$ cat src/rtl/ghost_motion_executor.sv
`default_nettype none
// ============================================================================
//  Module   : ghost_motion_executor
//  Brief    : Paces ghost position requests with a move tick, checks each step
//             against the tile wall map and commits the legal position.
//             Optional: define GHOST_TUNNEL_EN for horizontal tunnel wrap.
//  Revision : 1.0 - initial release
// ============================================================================

`ifndef WIDTH
`define WIDTH 640
`endif
`ifndef HEIGHT
`define HEIGHT 480
`endif
`ifndef TILE_ROW_NUM
`define TILE_ROW_NUM 24
`endif
`ifndef TILE_COL_NUM
`define TILE_COL_NUM 32
`endif
`ifndef DIR_UP
`define DIR_UP    2'b00
`define DIR_DOWN  2'b01
`define DIR_LEFT  2'b10
`define DIR_RIGHT 2'b11
`endif

module ghost_motion_executor #(
    parameter int TICK_DIV  = 2500000,
    parameter int TILE_SIZE = 20,
    parameter int SPAWN_X   = 340,
    parameter int SPAWN_Y   = 240
) (
    input  logic                                        clk,
    input  logic                                        reset,
    input  logic                                        enable,
    input  logic                                        respawn,
    input  logic [$clog2(`WIDTH)-1:0]                   req_x,
    input  logic [$clog2(`HEIGHT)-1:0]                  req_y,
    input  logic [1:0]                                  req_dir,
    input  logic [`TILE_ROW_NUM*`TILE_COL_NUM-1:0]      tilemap_walls,
    output logic [$clog2(`WIDTH)-1:0]                   pos_x,
    output logic [$clog2(`HEIGHT)-1:0]                  pos_y,
    output logic [1:0]                                  dir,
    output logic                                        step_pulse,
    output logic                                        blocked
);

    localparam int c_X_W     = $clog2(`WIDTH);
    localparam int c_Y_W     = $clog2(`HEIGHT);
    localparam int c_N_TILES = `TILE_ROW_NUM * `TILE_COL_NUM;
    localparam int c_IDX_W   = $clog2(c_N_TILES);
    localparam int c_CNT_W   = $clog2(TICK_DIV);

    localparam logic [c_CNT_W-1:0]   c_CNT_LAST = c_CNT_W'(TICK_DIV - 1);
    localparam logic [c_X_W-1:0]     c_SPAWN_X  = c_X_W'(SPAWN_X);
    localparam logic [c_Y_W-1:0]     c_SPAWN_Y  = c_Y_W'(SPAWN_Y);
    localparam logic [c_X_W-1:0]     c_TILE_X   = c_X_W'(TILE_SIZE);
    localparam logic [c_Y_W-1:0]     c_TILE_Y   = c_Y_W'(TILE_SIZE);
    localparam logic signed [c_X_W:0] c_DX_LIM  = (c_X_W+1)'(TILE_SIZE);
    localparam logic signed [c_Y_W:0] c_DY_LIM  = (c_Y_W+1)'(TILE_SIZE);

    localparam logic [1:0] c_S_IDLE   = 2'd0;
    localparam logic [1:0] c_S_CHECK  = 2'd1;
    localparam logic [1:0] c_S_COMMIT = 2'd2;

    logic [c_CNT_W-1:0] r_cnt;
    logic [1:0]         r_state;
    logic [c_X_W-1:0]   r_lx;
    logic [c_Y_W-1:0]   r_ly;
    logic [1:0]         r_ldir;
    logic [c_X_W-1:0]   r_pos_x;
    logic [c_Y_W-1:0]   r_pos_y;
    logic [1:0]         r_dir;
    logic               r_blocked;
    logic               r_step;

    logic               w_tick;
    logic               w_in_x;
    logic               w_in_y;
    logic signed [c_X_W:0] w_dx;
    logic signed [c_Y_W:0] w_dy;
    logic               w_step_ok;
    logic [c_X_W-1:0]   w_tx;
    logic [c_X_W-1:0]   w_col;
    logic [c_Y_W-1:0]   w_row;
    logic [31:0]        w_idx;
    logic               w_wall;
    logic               w_legal_norm;
    logic               w_legal;

    assign w_tick = enable && (r_cnt == c_CNT_LAST);

    always_ff @(posedge clk or negedge reset) begin
        if (!reset) begin
            r_cnt <= '0;
        end else if (respawn) begin
            r_cnt <= '0;
        end else if (enable) begin
            r_cnt <= w_tick ? '0 : r_cnt + c_CNT_W'(1);
        end
    end

    // Differences are one bit wider than the coordinate so that an
    // underflowed request (0 - 20 -> 1004) reads as a large step.
    assign w_in_x = 32'(r_lx) < `WIDTH;
    assign w_in_y = 32'(r_ly) < `HEIGHT;
    assign w_dx   = $signed({1'b0, r_lx}) - $signed({1'b0, r_pos_x});
    assign w_dy   = $signed({1'b0, r_ly}) - $signed({1'b0, r_pos_y});

    assign w_step_ok = ((w_dx == '0) || (w_dy == '0))
                    && (w_dx <= c_DX_LIM) && (w_dx >= -c_DX_LIM)
                    && (w_dy <= c_DY_LIM) && (w_dy >= -c_DY_LIM);

`ifdef GHOST_TUNNEL_EN
    logic w_wrap_l;
    logic w_wrap_r;
    logic w_legal_wrap;

    assign w_wrap_l = !w_in_x && (r_pos_x == '0) && (r_ldir == `DIR_LEFT);
    assign w_wrap_r = !w_in_x && (r_pos_x == c_X_W'(`WIDTH - TILE_SIZE))
                   && (r_ldir == `DIR_RIGHT);
    assign w_tx     = w_wrap_l ? c_X_W'(`WIDTH - TILE_SIZE) :
                      w_wrap_r ? '0 : r_lx;
    assign w_legal_wrap = w_in_y && (r_ly == r_pos_y) && !w_wall;
    assign w_legal  = (w_wrap_l || w_wrap_r) ? w_legal_wrap : w_legal_norm;
`else
    assign w_tx     = r_lx;
    assign w_legal  = w_legal_norm;
`endif

    // Out-of-map indices read as walls; the range check rejects them anyway.
    assign w_col  = w_tx / c_TILE_X;
    assign w_row  = r_ly / c_TILE_Y;
    assign w_idx  = 32'(w_row) * `TILE_COL_NUM + 32'(w_col);
    assign w_wall = (w_idx < c_N_TILES) ? tilemap_walls[w_idx[c_IDX_W-1:0]] : 1'b1;

    assign w_legal_norm = w_in_x && w_in_y && w_step_ok && !w_wall;

    // The verdict is taken at the end of CHECK so the new position and the
    // step pulse are both visible during the COMMIT cycle.
    always_ff @(posedge clk or negedge reset) begin
        if (!reset) begin
            r_state   <= c_S_IDLE;
            r_lx      <= '0;
            r_ly      <= '0;
            r_ldir    <= `DIR_UP;
            r_pos_x   <= c_SPAWN_X;
            r_pos_y   <= c_SPAWN_Y;
            r_dir     <= `DIR_UP;
            r_blocked <= 1'b0;
            r_step    <= 1'b0;
        end else if (respawn) begin
            r_state   <= c_S_IDLE;
            r_pos_x   <= c_SPAWN_X;
            r_pos_y   <= c_SPAWN_Y;
            r_dir     <= `DIR_UP;
            r_blocked <= 1'b0;
            r_step    <= 1'b0;
        end else begin
            case (r_state)
                c_S_IDLE: begin
                    r_step <= 1'b0;
                    if (w_tick) begin
                        r_lx    <= req_x;
                        r_ly    <= req_y;
                        r_ldir  <= req_dir;
                        r_state <= c_S_CHECK;
                    end
                end
                c_S_CHECK: begin
                    if (w_legal) begin
                        r_pos_x   <= w_tx;
                        r_pos_y   <= r_ly;
                        r_dir     <= r_ldir;
                        r_blocked <= 1'b0;
                    end else begin
                        r_blocked <= 1'b1;
                    end
                    r_step  <= 1'b1;
                    r_state <= c_S_COMMIT;
                end
                c_S_COMMIT: begin
                    r_step  <= 1'b0;
                    r_state <= c_S_IDLE;
                end
                default: begin
                    r_step  <= 1'b0;
                    r_state <= c_S_IDLE;
                end
            endcase
        end
    end

    assign pos_x      = r_pos_x;
    assign pos_y      = r_pos_y;
    assign dir        = r_dir;
    assign blocked    = r_blocked;
    // A respawn coinciding with COMMIT suppresses the pulse in that same cycle.
    assign step_pulse = r_step & ~respawn;

endmodule

`default_nettype wire
$ cat config.mk
export PLATFORM = sky130hd
export DESIGN_NAME = ghost_motion_executor
export DESIGN_NICKNAME = d
export VERILOG_FILES = /design/src/rtl/ghost_motion_executor.sv
export SDC_FILE = /design/constraint.sdc
export NUM_CORES = 1
export LEC_CHECK = 0
export CAP_MARGIN = 20
export CORE_AREA = 2 2 313 315
export DETAILED_ROUTE_END_ITERATION = 10
export DIE_AREA = 0 0 315 317
export MAX_ROUTING_LAYER = met4
export PLACE_DENSITY = 0.38
export SLEW_MARGIN = 15
export SYNTH_ARGS = -nofsm -noshare
export SYNTH_HDL_FRONTEND = slang
export SYNTH_SLANG_ARGS = --single-unit
$ cat constraint.sdc
create_clock -name clk -period 8.6 [get_ports clk]
set_input_delay 1.29 -clock clk [delete_from_list [all_inputs] [get_ports clk]]
set_output_delay 1.29 -clock clk [all_outputs]
set_load 0.02 [all_outputs]
* Yosys cells after proc, flatten, opt, wreduce, memory -nomap -nowiden
Cells that the tools add are included.
** Storage, ports and cells
- Register bits after elaboration :: 68
- Input bits :: 793
- Output and inout bits :: 23
- Logic and storage cells :: 70
** Operators by class
- Add/subtract/negate cells :: 4
- Div/mod/pow operators :: 2
- Order comparisons :: 8
- Eq/ne operators :: 3
- Multiplexer cells :: 23
- Bitwise logic cells :: 2
- Reduce and logical (&&, ||, !) cells :: 18
** Operators with widths (count)
- 22-bit two-way mux :: 3
- 10-bit two-way mux :: 3
- 9-bit two-way mux :: 3
- 22-bit by 1-bit adder with 22-bit output (second input constant) :: 1
- 22-bit == test (second input constant) :: 1
- 14-bit by 10-bit adder with 15-bit output :: 1
- 15-bit by 10-bit less-than comparator with 1-bit output (second input constant) :: 1
- 11-bit by 6-bit greater-or-equal comparator with 1-bit output (second input constant) :: 1
- 11-bit by 6-bit <= comparator with 1-bit output (second input constant) :: 1
- 11-bit logical NOT :: 1
- 10-bit by 11-bit less-than comparator with 1-bit output (second input constant) :: 1
- 10-bit by 10-bit subtractor with 11-bit output :: 1
- 1-bit binary-select mux with 10-bit select :: 1
- 10-bit by 5-bit divider with 10-bit output (second input constant) :: 1
- 10-bit by 6-bit greater-or-equal comparator with 1-bit output (second input constant) :: 1
- 10-bit by 6-bit <= comparator with 1-bit output (second input constant) :: 1
- 10-bit logical NOT :: 1
- 10-bit less-than comparator (second input constant) :: 1
- 2-bit two-way mux :: 5
- 9-bit by 9-bit subtractor with 10-bit output :: 1
- 9-bit by 5-bit divider with 9-bit output (second input constant) :: 1
- 9-bit less-than comparator (second input constant) :: 1
- 1-bit logical AND :: 8
- 1-bit two-way mux :: 7
- other kinds (11) :: 13

* Depth between registers and ports, before layout
Gate-level depths: netlist of the first run.
- Depth in word-level cells :: 12
- Gate-level depth with buffers :: 23
- Depth with buffers taken out :: 20

* Worst setup path after synthesis of the first run
No wires, ideal clock.
- Kind :: register to register
- Start point :: register r_ly[6]
- End point :: register r_pos_x[2], in the netlist pos_x[2]
- Library setup time :: 0.075 ns
- Arrival :: 4.621 ns
- Required time :: 8.525 ns
- Slack :: 3.905 ns
- Stages on the path, launching flop included :: 22
- Path buffers :: 3
- Period minus slack after synthesis :: 4.695 ns
- Path through :: dfrtp_1 -> clkbuf_1 -> nor2_1 -> a21oi_1 -> a21oi_1 -> o21ai_1 -> nor2_1 -> xnor2_1 -> maj3_1 -> a221o_1 -> ha_1 -> ha_1 -> xnor2_1 -> buf_2 -> o211ai_1 -> nor4_1 -> a22oi_1 -> a311oi_1 -> nor4_1 -> a2111oi_4 -> buf_6 -> mux2i_1
** Between the ends
- Word-level cells in the longest chain between the ends :: 11
- Elaborated cells on any way between the ends :: 22
- Classes of those cells :: add/sub (2); div (1); order compare (4); mux (3); reduce/logical (12)
** Ends and longest elaborated chain
- start, declared :: RTL line 71 : logic [c_Y_W-1:0] r_ly;
- start signal, assigned :: RTL line 167 : r_ly <= req_y;
- parallel branches: the longest is 8 deep, another holds 14-bit by 10-bit adder with 15-bit output
- 1-bit logical AND (*) :: RTL line 139 : assign w_legal_norm = w_in_x && w_in_y && w_step_ok && !w_wall;
- 2-bit nonzero test (no line) (*)
- 2-bit AND reduction (no line) (*)
- end signal, assigned :: RTL line 149 : r_pos_x <= c_SPAWN_X;
- end signal, assigned :: RTL line 156 : r_pos_x <= c_SPAWN_X;
- end signal, assigned :: RTL line 174 : r_pos_x <= w_tx;
- end, declared :: RTL line 73 : logic [c_X_W-1:0] r_pos_x;
Every way passes the cells marked *. The select of a mux whose other input is x is not followed.
A chain may end at the register's enable or synchronous reset.

* Worst setup path in the final report of the first run
- Start point :: register r_lx[6]
- End point :: register r_pos_x[2], in the netlist pos_x[2]
** Between the ends
- Word-level cells in the longest chain between the ends :: 11
- Elaborated cells on any way between the ends :: 22
- Classes of those cells :: add/sub (2); div (1); order compare (4); mux (3); reduce/logical (12)
** Ends and longest elaborated chain
- start, declared :: RTL line 70 : logic [c_X_W-1:0] r_lx;
- start signal, assigned :: RTL line 166 : r_lx <= req_x;
- parallel branches: the longest is 8 deep, another holds 14-bit by 10-bit adder with 15-bit output
- 1-bit logical AND (*) :: RTL line 139
- 2-bit nonzero test (no line) (*)
- 2-bit AND reduction (no line) (*)
Marked as above.

==> flow_summary.json, run 1 <==
{
  "run_status": "complete, no violations",
  "crit_slowest_cell": "dfrtp_1",
  "syn_area_per_cell_um2": 6.74,
  "final_nets": 3416,
  "num_vias": 17500,
  "netlist.area_leader.share_pct": 13.9,
  "holdBufCountCts": 0,
  "clock-sinks": 68,
  "worstSkewPairLatency_ns": 0.34,
  "antenna_found_initial": 24,
  "ios": 816,
  "setup_viol": 0,
  "min_period_over_period_pct": 79.9,
  "design.core.area_um2": 96300,
  "worst-r2r-cell-count": 16,
  "port_buffers": 815,
  "dpl.hpwl_um": 90800,
  "place_congestion": 0.876,
  "drt_iter0_markers": 995,
  "yosys-top-cells-count": "nand2_1, nand3_1, mux2i_1",
  "cts_buffers": 9,
  "synthArstFlopShare_pct": 100,
  "synth_edf_count": 0,
  "rsz0062_at_grt": "false",
  "die_h_um": 317,
  "cp-start-kind": "register",
  "synth.net_count": 2711,
  "setup_tns_ns": 0,
  "reg2reg_to": "pos_x[2]",
  "hold_viol_final": 0,
  "leakage_nw": 8.87,
  "min-delay-start": "r_state[0]",
  "critPathCaptureType": "register",
  "die_w_um": 315,
  "cts_tree": "built",
  "finClkSkew_ns": 0.00688,
  "cts_root_buf": "clkbuf_16",
  "grt_max_degree": 94,
  "ant_nets": 0,
  "path_clk_slew_ns": 0.06,
  "synth.most_common_cell": "nand2_1",
  "cts_buffer_depth": 2,
  "whs_endpoint": "r_state[0]",
  "post-cts-setup-buffer-count": 0,
  "grt_pass1_vias": 18200,
  "rows": 114,
  "cap_violations": 0,
  "r2r_setup_slack_ns": 1.73,
  "path_buf_inv": 2,
  "cts_resized": 0,
  "syn_inst": 1895,
  "cts.htree.levels": 3,
  "worst_slew_pin_slew_ns": 1.14,
  "vias_per_cell": 4.49,
  "yosysSeqAreaShare_pct": 13.4,
  "crit_family": "compound AO/OA/AOI/OAI gates",
  "ys_ff_latch": 68,
  "grt_overflow": 0,
  "synth_area_um2": 12800,
  "max_freq_mhz": 146,
  "power.density_nw_per_um2": 53.5,
  "synth.distinct_cells": 101,
  "hold_path.class": "register to register",
  "yosys_warnings": 0,
  "slowest_delay_ns": 1.00,
  "whs_path_depth": 1,
  "timing.rr.start": "r_lx[6]",
  "grt_pass1_wl_um": 149000,
  "start_util_pct": 13.3,
  "crit_required_ns": 8.87,
  "yosys-top-cells-area": "nand2_1, mux2i_1, dfrtp_1",
  "worstSetupPathType": "register to register",
  "die_area_um2": 99900,
  "cp.depth": 16,
  "crit_chain": "and2_1 > o2bb2ai_1 > a2111oi_0 > o221a_2 > nand2_4 > nand2_8 > buf_4 > mux2i_1 > o22ai_1 > nor4_2 > a22oi_1 > a311oi_1 > nor4_1 > a2111oi_4 > buf_4 > mux2i_1",
  "wl_um": 112000,
  "syn_to_final_growth_pct": 76.0,
  "fin_util_pct": 23.4,
  "critPathMaxFanout": 64,
  "worstPathArrival_ns": 7.14,
  "track_usage_pct": 21.7,
  "drc": 0,
  "slew_headroom_pct": 23.1,
  "period_minus_slack_ns": 6.87,
  "ir_worst_vdd_v": 0.0000911,
  "final_layout_size_suffix_gt1_share_pct": 5.64,
  "slew_viol_final": 0,
  "synthFlopType": "dfrtp_1",
  "wl_per_cell_um": 28.6,
  "synth_top_cell_by_area": "nand2_1",
  "first_pass_iters": 6
}
-- final cells by class --
type	count	area (µm²)
Antenna cell	17	42.5
Clock buffer	10	229
Clock inverter	6	72.6
Fill cell	10900	73800
Inverter	44	165
Multi-Input combinational cell	1619	10100
Sequential cell	68	1710
Tap cell	1276	1600
Timing Repair Buffer	858	8560
-- worst max-delay path by stage --
| stage | startpoint | to | slack (ns) |
|---|---|---|---|
| floorplan | r_ly[6] | pos_x[2] | 3.90 |
| global placement | r_lx[6] | pos_x[3] | 1.78 |
| detailed placement | r_lx[6] | dir[0] | 1.73 |
| CTS | r_lx[6] | dir[0] | 1.70 |
| global route | r_lx[7] | pos_x[6] | 1.32 |
| finish | r_lx[6] | pos_x[2] | 1.73 |
-- metrics by stage --
| step | setup slack, ns | hold slack (ns) | total power [W] | cells | instance area (µm²) |
|---|---|---|---|---|---|
| after CTS | 1.70 | 0.480 | 0.00123 | 3880 | 22400 |
| after floorplan | 3.90 | 0.426 | 0.000407 | 1895 | 12800 |
| final | 1.73 | 0.483 | 0.00120 | 3898 | 22500 |
| after detailed placement | 1.73 | 0.471 | 0.000828 | 3864 | 22100 |
| after global routing | 1.32 | 0.487 | 0.00126 | 3895 | 22500 |
| after global placement | 1.78 | 0.467 | 0.000829 | 3864 | 22100 |
-- state kept, by name, indices dropped and copies added (netlist names) --
name	count
r_step	1
r_lx	10
pos_y	9
blocked	1
dir	2
r_cnt	22
r_ly	9
r_ldir	2
pos_x	10
r_state	2
-- power by group --
| part | switching, W | internal (W) |
|---|---|---|
| logic | 0.000139 | 0.000358 |
| registers | 0.000000919 | 0.000321 |
| clock network | 0.000157 | 0.000228 |
| total | 0.000297 | 0.000907 |
-- metal layers --
metal	global-route usage, %	part of all wire [%]
met4	3.15	1.1
met3	3.16	4.9
met2	40.4	53
met1	25.1	41
met5	-	0
-- cells in the final DEF (no fill, tap or decap), drive strengths merged, types with 16 or more instances in the layout --
| master | count |
|---|---|
| a21oi | 81 |
| a22oi | 16 |
| a311oi | 21 |
| a31oi | 42 |
| and3 | 29 |
| buf | 44 |
| clkdlybuf4s50 | 814 |
| dfrtp | 60 |
| diode | 17 |
| ha | 22 |
| inv | 46 |
| mux2 | 16 |
| mux2i | 160 |
| nand2 | 479 |
| nand2b | 43 |
| nand3 | 167 |
| nand4 | 19 |
| nor2 | 93 |
| nor2b | 18 |
| nor3 | 23 |
| nor4 | 16 |
| o211ai | 23 |
| o21ai | 82 |
| o22ai | 33 |
| xor2 | 22 |
-- worst register-to-register path: stages (launching register included) --
cell,delay (ns)
dfrtp_1,1.00
and2_1,0.38
o2bb2ai_1,0.12
a2111oi_0,0.40
o221a_2,0.68
nand2_4,0.35
nand2_8,0.59
buf_4,0.46
mux2i_1,0.21
o22ai_1,0.11
nor4_2,0.58
a22oi_1,0.16
a311oi_1,0.47
nor4_1,0.17
a2111oi_4,0.35
buf_4,0.46
mux2i_1,0.31
-- cell families (layout without fill, tap and decap cells) --
logic type / count (synthesis) / count (layout) / synth area share, %
buf+inv: 208 / 918 / 8.46
xor+xnor: 37 / 37 / 2.54
mux: 183 / 183 / 15.2
other cells: 0 / 17 / 0
flops: 68 / 68 / 13.4
fa+ha+maj: 24 / 24 / 2.39
simple gates: 936 / 936 / 33.9
compound gates: 439 / 439 / 24.1
Note: power is estimated with default switching activity, not from simulation.
==> inputs of run 2 (changes only) <==
CORE_AREA = 2 2 319 321   (was 2 2 313 315)
DIE_AREA = 0 0 321 323   (was 0 0 315 317)
clock period = 5.9 ns   (was 8.6 ns; I/O delays follow)
==> run 2 against run 1 <==
  * Count of clock-buffer cells in the layout is 3 higher
  * Design area is 4.4% higher
  * Wire length is 2.2% higher
  * Worst setup slack worse by 1.5 ns
  * Cell count is 3.5% higher
  * Sequential power is 46% higher
  * Clock skew is 0.0011 ns higher
  * First-iteration DRC count is 13% higher
  * Largest cell class unchanged
  * Critical path type unchanged
  * Critical endpoint is now pos_x[9]
  * Non-clock buffer count is 92 higher
  * Utilization hardly changed
  * Maximum frequency is 22% higher
  * Total power is 47% higher
==> flow_summary.json, run 2 (same netlist as run 1, synthesis figures left out) <==
{
  "die_w_um": 321,
  "wl_per_cell_um": 28.3,
  "cts_buffers": 9,
  "wl_um": 114000,
  "die_h_um": 323,
  "cts_resized": 2,
  "rsz0062_at_grt": "false",
  "grt_overflow": 0,
  "period_minus_slack_ns": 5.64,
  "syn_to_final_growth_pct": 83.8,
  "fin_hold_ws_ns": 0.467,
  "final_nets": 3508,
  "path_common_cell": "buf_12",
  "drc": 0,
  "cts_root_buf": "clkbuf_16",
  "max_freq_mhz": 177,
  "worstSkewPairLatency_ns": 0.34,
  "track_usage_pct": 21.4,
  "worstSetupPathType": "register to register",
  "finalPower_w": 0.00177,
  "nFillCells": 11300,
  "vias_per_cell": 4.40,
  "crit_required_ns": 6.15,
  "port_buffers": 815,
  "final_cell_mix": "clkdlybuf4s50_1, nand2_1, nand3_1, mux2i_1, buf_4",
  "critPathCaptureType": "register",
  "ios": 816,
  "setup_viol": 0,
  "final_layout_size_suffix_gt1_share_pct": 9.20,
  "ir_worst_vdd_v": 0.000139,
  "antenna_found_initial": 30,
  "dpl.hpwl_um": 95900,
  "slew_viol_final": 0,
  "holdBufCountCts": 0,
  "path_clk_slew_ns": 0.06,
  "largest_reg_flops": 22,
  "grt_pass1_wl_um": 152000,
  "min_period_over_period_pct": 95.5,
  "hold_path.class": "register to register",
  "crit_slowest_cell": "dfrtp_1",
  "layout_commonest_cell": "clkdlybuf4s50_1",
  "clock-sinks": 68,
  "cap_violations": 0,
  "crit_chain": "buf_4 > and3b_1 > o22ai_1 > a211oi_1 > nor2_1 > o211ai_2 > nand2_4 > buf_12 > buf_12 > mux2i_1 > o22ai_1 > buf_4 > nor4_4 > a22oi_1 > a311oi_1 > nor4_2 > a2111oi_4 > buf_12 > mux2i_1",
  "largest-register": "r_cnt",
  "grt_max_degree": 69,
  "critPathMaxFanout": 39,
  "first_pass_iters": 5,
  "die_area_um2": 104000,
  "cp-start-kind": "register",
  "ant_nets": 0,
  "seqCellArea_um2": 1710,
  "grt_pass1_vias": 18500,
  "finClkSkew_ns": 0.00799,
  "crit_family": "compound AO/OA/AOI/OAI gates",
  "start_util_pct": 12.7,
  "power.density_nw_per_um2": 75.4,
  "path_buf_inv": 5,
  "place_congestion": 0.857,
  "cts.htree.levels": 3,
  "run_status": "complete, no violations",
  "cts_buffer_depth": 2,
  "worst_slew_pin_slew_ns": 1.09,
  "hold_viol_final": 0,
  "worstPathArrival_ns": 5.89,
  "leakage_nw": 9.39,
  "design.core.area_um2": 101000,
  "multi_input_area_um2": 10200,
  "post-cts-setup-buffer-count": 0,
  "slew_headroom_pct": 26.4,
  "drt_iter0_markers": 1126,
  "slowest_delay_ns": 0.71,
  "num_vias": 17700,
  "setup_tns_ns": 0,
  "rows": 117,
  "fin_util_pct": 23.3,
  "cts_tree": "built"
}
run 2: cell types whose count changed in the layout (fill, tap and decap cells not counted), sizes merged:
cell	before	now
inv	46	44
buf	44	136
clkinv	2	0
clkbuf	10	13
diode	17	27
clkinvlp	1	2
run 2: worst paths after layout:
check,startpoint,to,slack [ns],cells after the start
worst max-delay path,r_lx[4],pos_x[9],0.26,19
worst min-delay path,r_state[0],r_state[0],0.47,1
worst max register to register,r_lx[4],pos_x[9],0.26,19
worst min register to register,r_state[0],r_state[0],0.47,1
max in group asynchronous,reset,r_lx[7],4.46,2
min in group asynchronous,reset,r_cnt[3],0.77,2
run 2: layout make-up:
cell class	count	share of cell area (%)
Antenna cell	27	0.288
Clock buffer	13	1.11
Clock inverter	3	0.192
Inverter	44	0.703
Multi-Input combinational cell	1619	43.4
Sequential cell	68	7.30
Tap cell	1309	6.97
Timing Repair Buffer	950	40.1
run 2: routing by layer:
layer,part of all wire [%],wire [µm],up-vias,global-route usage (%)
li1,-,-,8517,-
met1,41,46600,8555,24.7
met3,5.4,6190,62,3.86
met4,1.6,1830,0,4.40
met2,52,59300,611,38.7
met5,0,0,-,-
run 2: power by group:
part / internal, W / switching [W]
clock network: 0.000351 / 0.000212
logic: 0.000526 / 0.000214
registers: 0.000468 / 0.00000130
run 2: stage by stage:
step	cells	setup slack (ns)	cell area (µm²)
5_1_grt	4030	0.00332	23500
6_report	4033	0.264	23500
2_1_floorplan	1895	1.20	12800
3_3_place_gp	3990	-0.246	23100
4_1_cts	4006	0.0212	23400
3_5_place_dp	3990	-0.155	23100
